[src/rtl/usb_rx_pkg.sv]
// Shared types and constants for the USB full-speed receive path.
package usb_rx_pkg;

  localparam logic [7:0] USB_SYNC    = 8'h80;
  localparam int         CLK_PER_BIT = 8;

  typedef enum logic [2:0] {
    IDLE,
    SYNC,
    SYNC_CHK,
    RCV,
    STORE,
    EOP_WAIT,
    ERR,
    ERR_EOP
  } rcv_state_t;

endpackage

[src/rtl/usb_bit_counter.sv]
// 3-bit bit-position counter with synchronous clear (dominant), count enable
// and a terminal-count flag at 7.
module usb_bit_counter (
  input  logic       clk,
  input  logic       n_rst,
  input  logic       clear_i,
  input  logic       enable_i,
  output logic [2:0] count_o,
  output logic       tc_o
);

  logic [2:0] count_q;

  // NOTE: sequential state is assigned with <= only, so every flop samples pre-edge values.
  always_ff @(posedge clk or negedge n_rst) begin
    if (!n_rst) begin
      count_q <= '0;
    end else if (clear_i) begin
      count_q <= '0;
    end else if (enable_i) begin
      count_q <= count_q + 3'd1;
    end
  end

  assign count_o = count_q;
  assign tc_o    = (count_q == 3'd7);

endmodule

[src/rtl/usb_rcv_ctrl.sv]
// Receive control for the USB 1.1 full-speed receiver: sync check, byte
// framing, one FIFO write strobe per data byte, error flagging and EOP handling.
module usb_rcv_ctrl
  import usb_rx_pkg::*;
#(
  parameter logic [7:0] SYNC_BYTE = USB_SYNC,
  parameter int         MAX_BYTES = 64,
  parameter int         CNT_W     = 7
) (
  input  logic             clk,
  input  logic             n_rst,
  input  logic             d_edge,
  input  logic             shift_enable,
  input  logic             eop,
  input  logic [7:0]       rcv_data,
  output logic             rcving,
  output logic             w_enable,
  output logic             r_error,
  output logic [CNT_W-1:0] byte_count
);

  localparam logic [CNT_W-1:0] MAX_CNT = CNT_W'(MAX_BYTES);

  rcv_state_t       state_q;
  logic             rcving_q;
  logic             w_enable_q;
  logic             r_error_q;
  logic [CNT_W-1:0] byte_count_q;

  logic [2:0] bit_cnt;
  logic       bit_tc;
  logic       bit_clr;
  logic       bit_en;
  logic       byte_done;
  logic       eop_hit;

  // Counter restarts whenever SYNC or RCV is (re)entered; extra clears elsewhere are harmless.
  assign bit_clr   = ((state_q == IDLE) && d_edge) || (state_q == SYNC_CHK) || (state_q == STORE);
  assign bit_en    = shift_enable && ((state_q == SYNC) || (state_q == RCV));
  assign eop_hit   = shift_enable && eop;
  assign byte_done = shift_enable && !eop && bit_tc;

  usb_bit_counter u_bit_counter (
    .clk      (clk),
    .n_rst    (n_rst),
    .clear_i  (bit_clr),
    .enable_i (bit_en),
    .count_o  (bit_cnt),
    .tc_o     (bit_tc)
  );

  always_ff @(posedge clk or negedge n_rst) begin
    if (!n_rst) begin
      state_q      <= IDLE;
      rcving_q     <= 1'b0;
      w_enable_q   <= 1'b0;
      r_error_q    <= 1'b0;
      byte_count_q <= '0;
    end else begin
      w_enable_q <= 1'b0;
      unique case (state_q)
        IDLE: begin
          if (d_edge) begin
            state_q      <= SYNC;
            rcving_q     <= 1'b1;
            r_error_q    <= 1'b0;
            byte_count_q <= '0;
          end
        end
        SYNC: begin
          if (eop_hit) begin
            state_q   <= ERR;
            r_error_q <= 1'b1;
          end else if (byte_done) begin
            state_q <= SYNC_CHK;
          end
        end
        SYNC_CHK: begin
          if (rcv_data == SYNC_BYTE) begin
            state_q <= RCV;
          end else begin
            state_q   <= ERR;
            r_error_q <= 1'b1;
          end
        end
        RCV: begin
          if (eop_hit) begin
            if ((bit_cnt == 3'd0) && (byte_count_q != '0)) begin
              state_q <= EOP_WAIT;
            end else begin
              state_q   <= ERR;
              r_error_q <= 1'b1;
            end
          end else if (byte_done) begin
            // Strobe is raised while STORE is occupied, unless the packet is already full.
            state_q    <= STORE;
            w_enable_q <= (byte_count_q != MAX_CNT);
          end
        end
        STORE: begin
          if (byte_count_q == MAX_CNT) begin
            state_q   <= ERR;
            r_error_q <= 1'b1;
          end else begin
            state_q      <= RCV;
            byte_count_q <= byte_count_q + CNT_W'(1);
          end
        end
        EOP_WAIT: begin
          if (d_edge) begin
            state_q  <= IDLE;
            rcving_q <= 1'b0;
          end
        end
        ERR: begin
          if (eop_hit) begin
            state_q <= ERR_EOP;
          end
        end
        ERR_EOP: begin
          if (d_edge) begin
            state_q  <= IDLE;
            rcving_q <= 1'b0;
          end
        end
        default: begin
          state_q  <= IDLE;
          rcving_q <= 1'b0;
        end
      endcase
    end
  end

  assign rcving     = rcving_q;
  assign w_enable   = w_enable_q;
  assign r_error    = r_error_q;
  assign byte_count = byte_count_q;

endmodule

[config.mk]
export PLATFORM = sky130hd
export DESIGN_NAME = usb_rcv_ctrl
export DESIGN_NICKNAME = d
export VERILOG_FILES = /design/src/rtl/usb_rx_pkg.sv /design/src/rtl/usb_bit_counter.sv /design/src/rtl/usb_rcv_ctrl.sv
export SDC_FILE = /design/constraint.sdc
export NUM_CORES = 1
export LEC_CHECK = 0
export BUFFER_PORTS_ARGS = -buffer_cell sky130_fd_sc_hd__buf_4
export CORE_ASPECT_RATIO = 1.4
export CORE_MARGIN = 10
export CORE_UTILIZATION = 53
export DETAILED_ROUTE_END_ITERATION = 16
export GPL_TIMING_DRIVEN = 0
export PLACE_DENSITY_LB_ADDON = 0.2
export REMOVE_ABC_BUFFERS = 1
export SYNTH_ARGS = -nofsm -noshare
export SYNTH_HDL_FRONTEND = slang
export SYNTH_HIERARCHICAL = 1
export SYNTH_SLANG_ARGS = --single-unit
export TNS_END_PERCENT = 100
[constraint.sdc]
create_clock -name clk -period 1.7 [get_ports clk]
set_input_delay 0.17 -clock clk [delete_from_list [all_inputs] [get_ports clk]]
set_output_delay 0.17 -clock clk [all_outputs]
set_load 0.01 [all_outputs]
==> results.cfg <==
[floorplan]
initial_utilization_pct = 55.2
die_area_um2 = 4300
coreArea_um2 = 1970
fp.dieH_um = 73.7
dieWidth_um = 58.3
pin_count = 23
rows = 19

[clocking]
clk_pin_slew_ns = 0.10
cts_tree = yes
cts_sinks = 16
numCtsBuffers = 3
cts_max_level = 1
clk_path_buf_depth = 2
clock_latency_ns = 0.30
ctsRootBufferMaster = clkbuf_4

[sta]
min_period_ns = 1.63
period_share_pct = 96.2
slew_viol_final = 0
maxSlewHeadroom_pct = 65.6
rsz0062_at_grt = true
hold_viol = 0
whs_ns = 0.0741
worst_slew_pin_slew_ns = 0.509
fin_skew_ns = 0.00500
setup_ws_ns = 0.0652
setup_violations = 0
max_freq_mhz = 612

[setup_path]
worst_setup_path_start_kind = flop
worstSetupEndpointType = flop
worstPathArrival_ns = 1.80
critPathRequiredTime_ns = 1.86
worst-path-max-fanout = 7
critPathKind = reg2reg

[synthesis]
yosysWarnings = 6
synth_ff_type = dfrtp_1
synth_cells = 119
synth.most_common_cell = dfrtp_1
synth-seq-cells = 16
synthTopCellsByCount = 16 x dfrtp_1, 11 x nand2_1, 10 x nor2_1, 8 x inv_1, 5 x a21oi_1
synthTopCellsByArea = dfrtp_1 37%, nor4b_4 6.5%, ha_1 4.6%, nand2_1 3.8%, nor2_1 3.4%
avgSynthCellArea_um2 = 9.16
synth_largest_area_cell = dfrtp_1
synth.cell_area_um2 = 1090
ys_seq_area_share_pct = 36.7
synth-async-reset-ratio_pct = 100
synth_edf_count = 0
synth_top_area_share_pct = 36.7
yosysUniqueCellTypes = 42

[power_and_ir_drop]
power.density_nw_per_um2 = 1610
p_switching_uw = 969
p_leak_nw = 0.592
netSwitchingFraction_pct = 44.5
p_total_mw = 2.18
vdd_drop_max_mv = 1.14
p_int_mw = 1.21
seqPwrFrac_pct = 37.5
p_comb_share_pct = 50.7
clockPowerShare_pct = 11.8

[global_routing]
grt_max_degree = 18
grt-ovfl-total = 0
grt_pass1_vias = 1047
grt_pass1_wl_um = 4640
grtUsageTotal_pct = 13.3
antenna_found_initial = 0

[detailed_routing]
drt_wl_total_um = 2630
dr.pass1.iters = 4
ant_nets = 0
drt_first_iter_violations = 19
post-route-drc-count = 0
vias = 1003
wl_met2_um = 1470
avgRoutedWirePerCell_um = 16.1
wl_met1_um = 1010
via_per_inst = 6.15
wl_met3_um = 110
routed.top_layer = met4

[job]
max-cap-violations = 0

[finish]
syn_to_final_growth_pct = 24.2
fin_cells = 163
insertedDiodeCount = 0
final_nets = 160
layout-drive-gt1-share_pct = 32.4
final_util_pct = 68.6

[place]
routabilityCongestion = 0.915
dp_slack_ns = -0.0608
place_inst = 156
post-dp-hpwl_um = 2030
port_buffers = 22

[worst_hold_path]
hold_class = in2reg

[run_status]
status = complete, no violations
==> worst max-delay path, stage by stage, from the launching register on <==
cell	delay [ns]
dfrtp_2	0.47
inv_2	0.09
ha_4	0.12
nor4b_4	0.25
buf_4	0.19
a211oi_2	0.06
o221ai_1	0.17
o221ai_1	0.14
==> layer usage <==
metal  track usage (%)  up-vias
li1                  -      487
met1              13.7      492
met2              24.7       20
met3              2.41        4
met4              6.02        0
met5                 0        -
==> final timing paths <==
path	start	endpoint	slack (ns)	depth (start not counted)
worst max-delay path	byte_count[0]	state_q[0]	0.07	7
worst max register to register	byte_count[0]	state_q[0]	0.07	7
max in group asynchronous	n_rst	state_q[1]	1.24	2
worst min register to register	rcving	rcving	0.53	2
worst min-delay path	eop	w_enable	0.07	2
min in group asynchronous	n_rst	byte_count[0]	0.26	2
==> sequential cells by signal (all words and copies together) (netlist names) <==
signal	flops
byte_count	7
state_q	3
r_error	1
rcving	1
u_bit_counter/count_o	3
w_enable	1
==> per-stage QoR <==
stage / setup TNS [ns] / area [um^2]
after floorplan: 0 / 1060
after global placement: -0.0653 / 1250
after detailed placement: -0.0608 / 1250
after CTS: 0 / 1310
after global routing: -0.0814 / 1350
final: 0 / 1350
==> cell type report <==
class                           instances  area, um^2
Multi-Input combinational cell         88         661
Fill cell                             164         619
Sequential cell                        16         407
Timing Repair Buffer                   25         190
Clock buffer                            4        36.3
Inverter                                9        33.8
Tap cell                               21        26.3
==> power by group through the flow <==
stage | clock network [mW] | registers, mW | logic [mW]
floorplan | 0 | 0.773 | 0.704
global placement | 0 | 0.791 | 1.00
detailed placement | 0 | 0.796 | 1.03
CTS | 0.262 | 0.792 | 1.05
global route | 0.273 | 0.858 | 1.25
finish | 0.257 | 0.816 | 1.10
==> cell usage in the layout (no fill, tap or decap), types with 2 or more instances in the layout <==
cell type and instances:
a31o_1 2, nand4_1 3, o221ai_1 2, nor4_1 2, a211oi_1 2, dfrtp_2 5
nor3_1 2, clkbuf_4 3, a31oi_1 3, o22ai_1 3, inv_1 7, nor2b_1 2
dfrtp_1 11, a22o_1 2, xnor2_1 3, a21oi_1 5, nand3_1 3, mux2i_1 3
inv_2 2, o21ai_1 3, ha_1 3, nor2_1 10, nor4b_4 3, nand2_1 11
buf_4 24
==> timing repair <==
action                                 4_1_cts  5_1_grt
hold buffers                                 1        0
endpoints found under the hold margin       16        0
setup endpoints to repair                    3       10
buffers inserted                             1        1
pin swaps                                    0        1
gates resized for setup                      2       11
==> logic make-up after synthesis <==
kind of cell,after synthesis,share of synthesized area (%)
buf+inv,15,5.62
fa+ha+maj,4,4.59
compound gates,36,24.0
simple gates,42,23.9
mux,3,2.76
xor+xnor,3,2.41
flops,16,36.7
(Power assumes the default switching activity.)
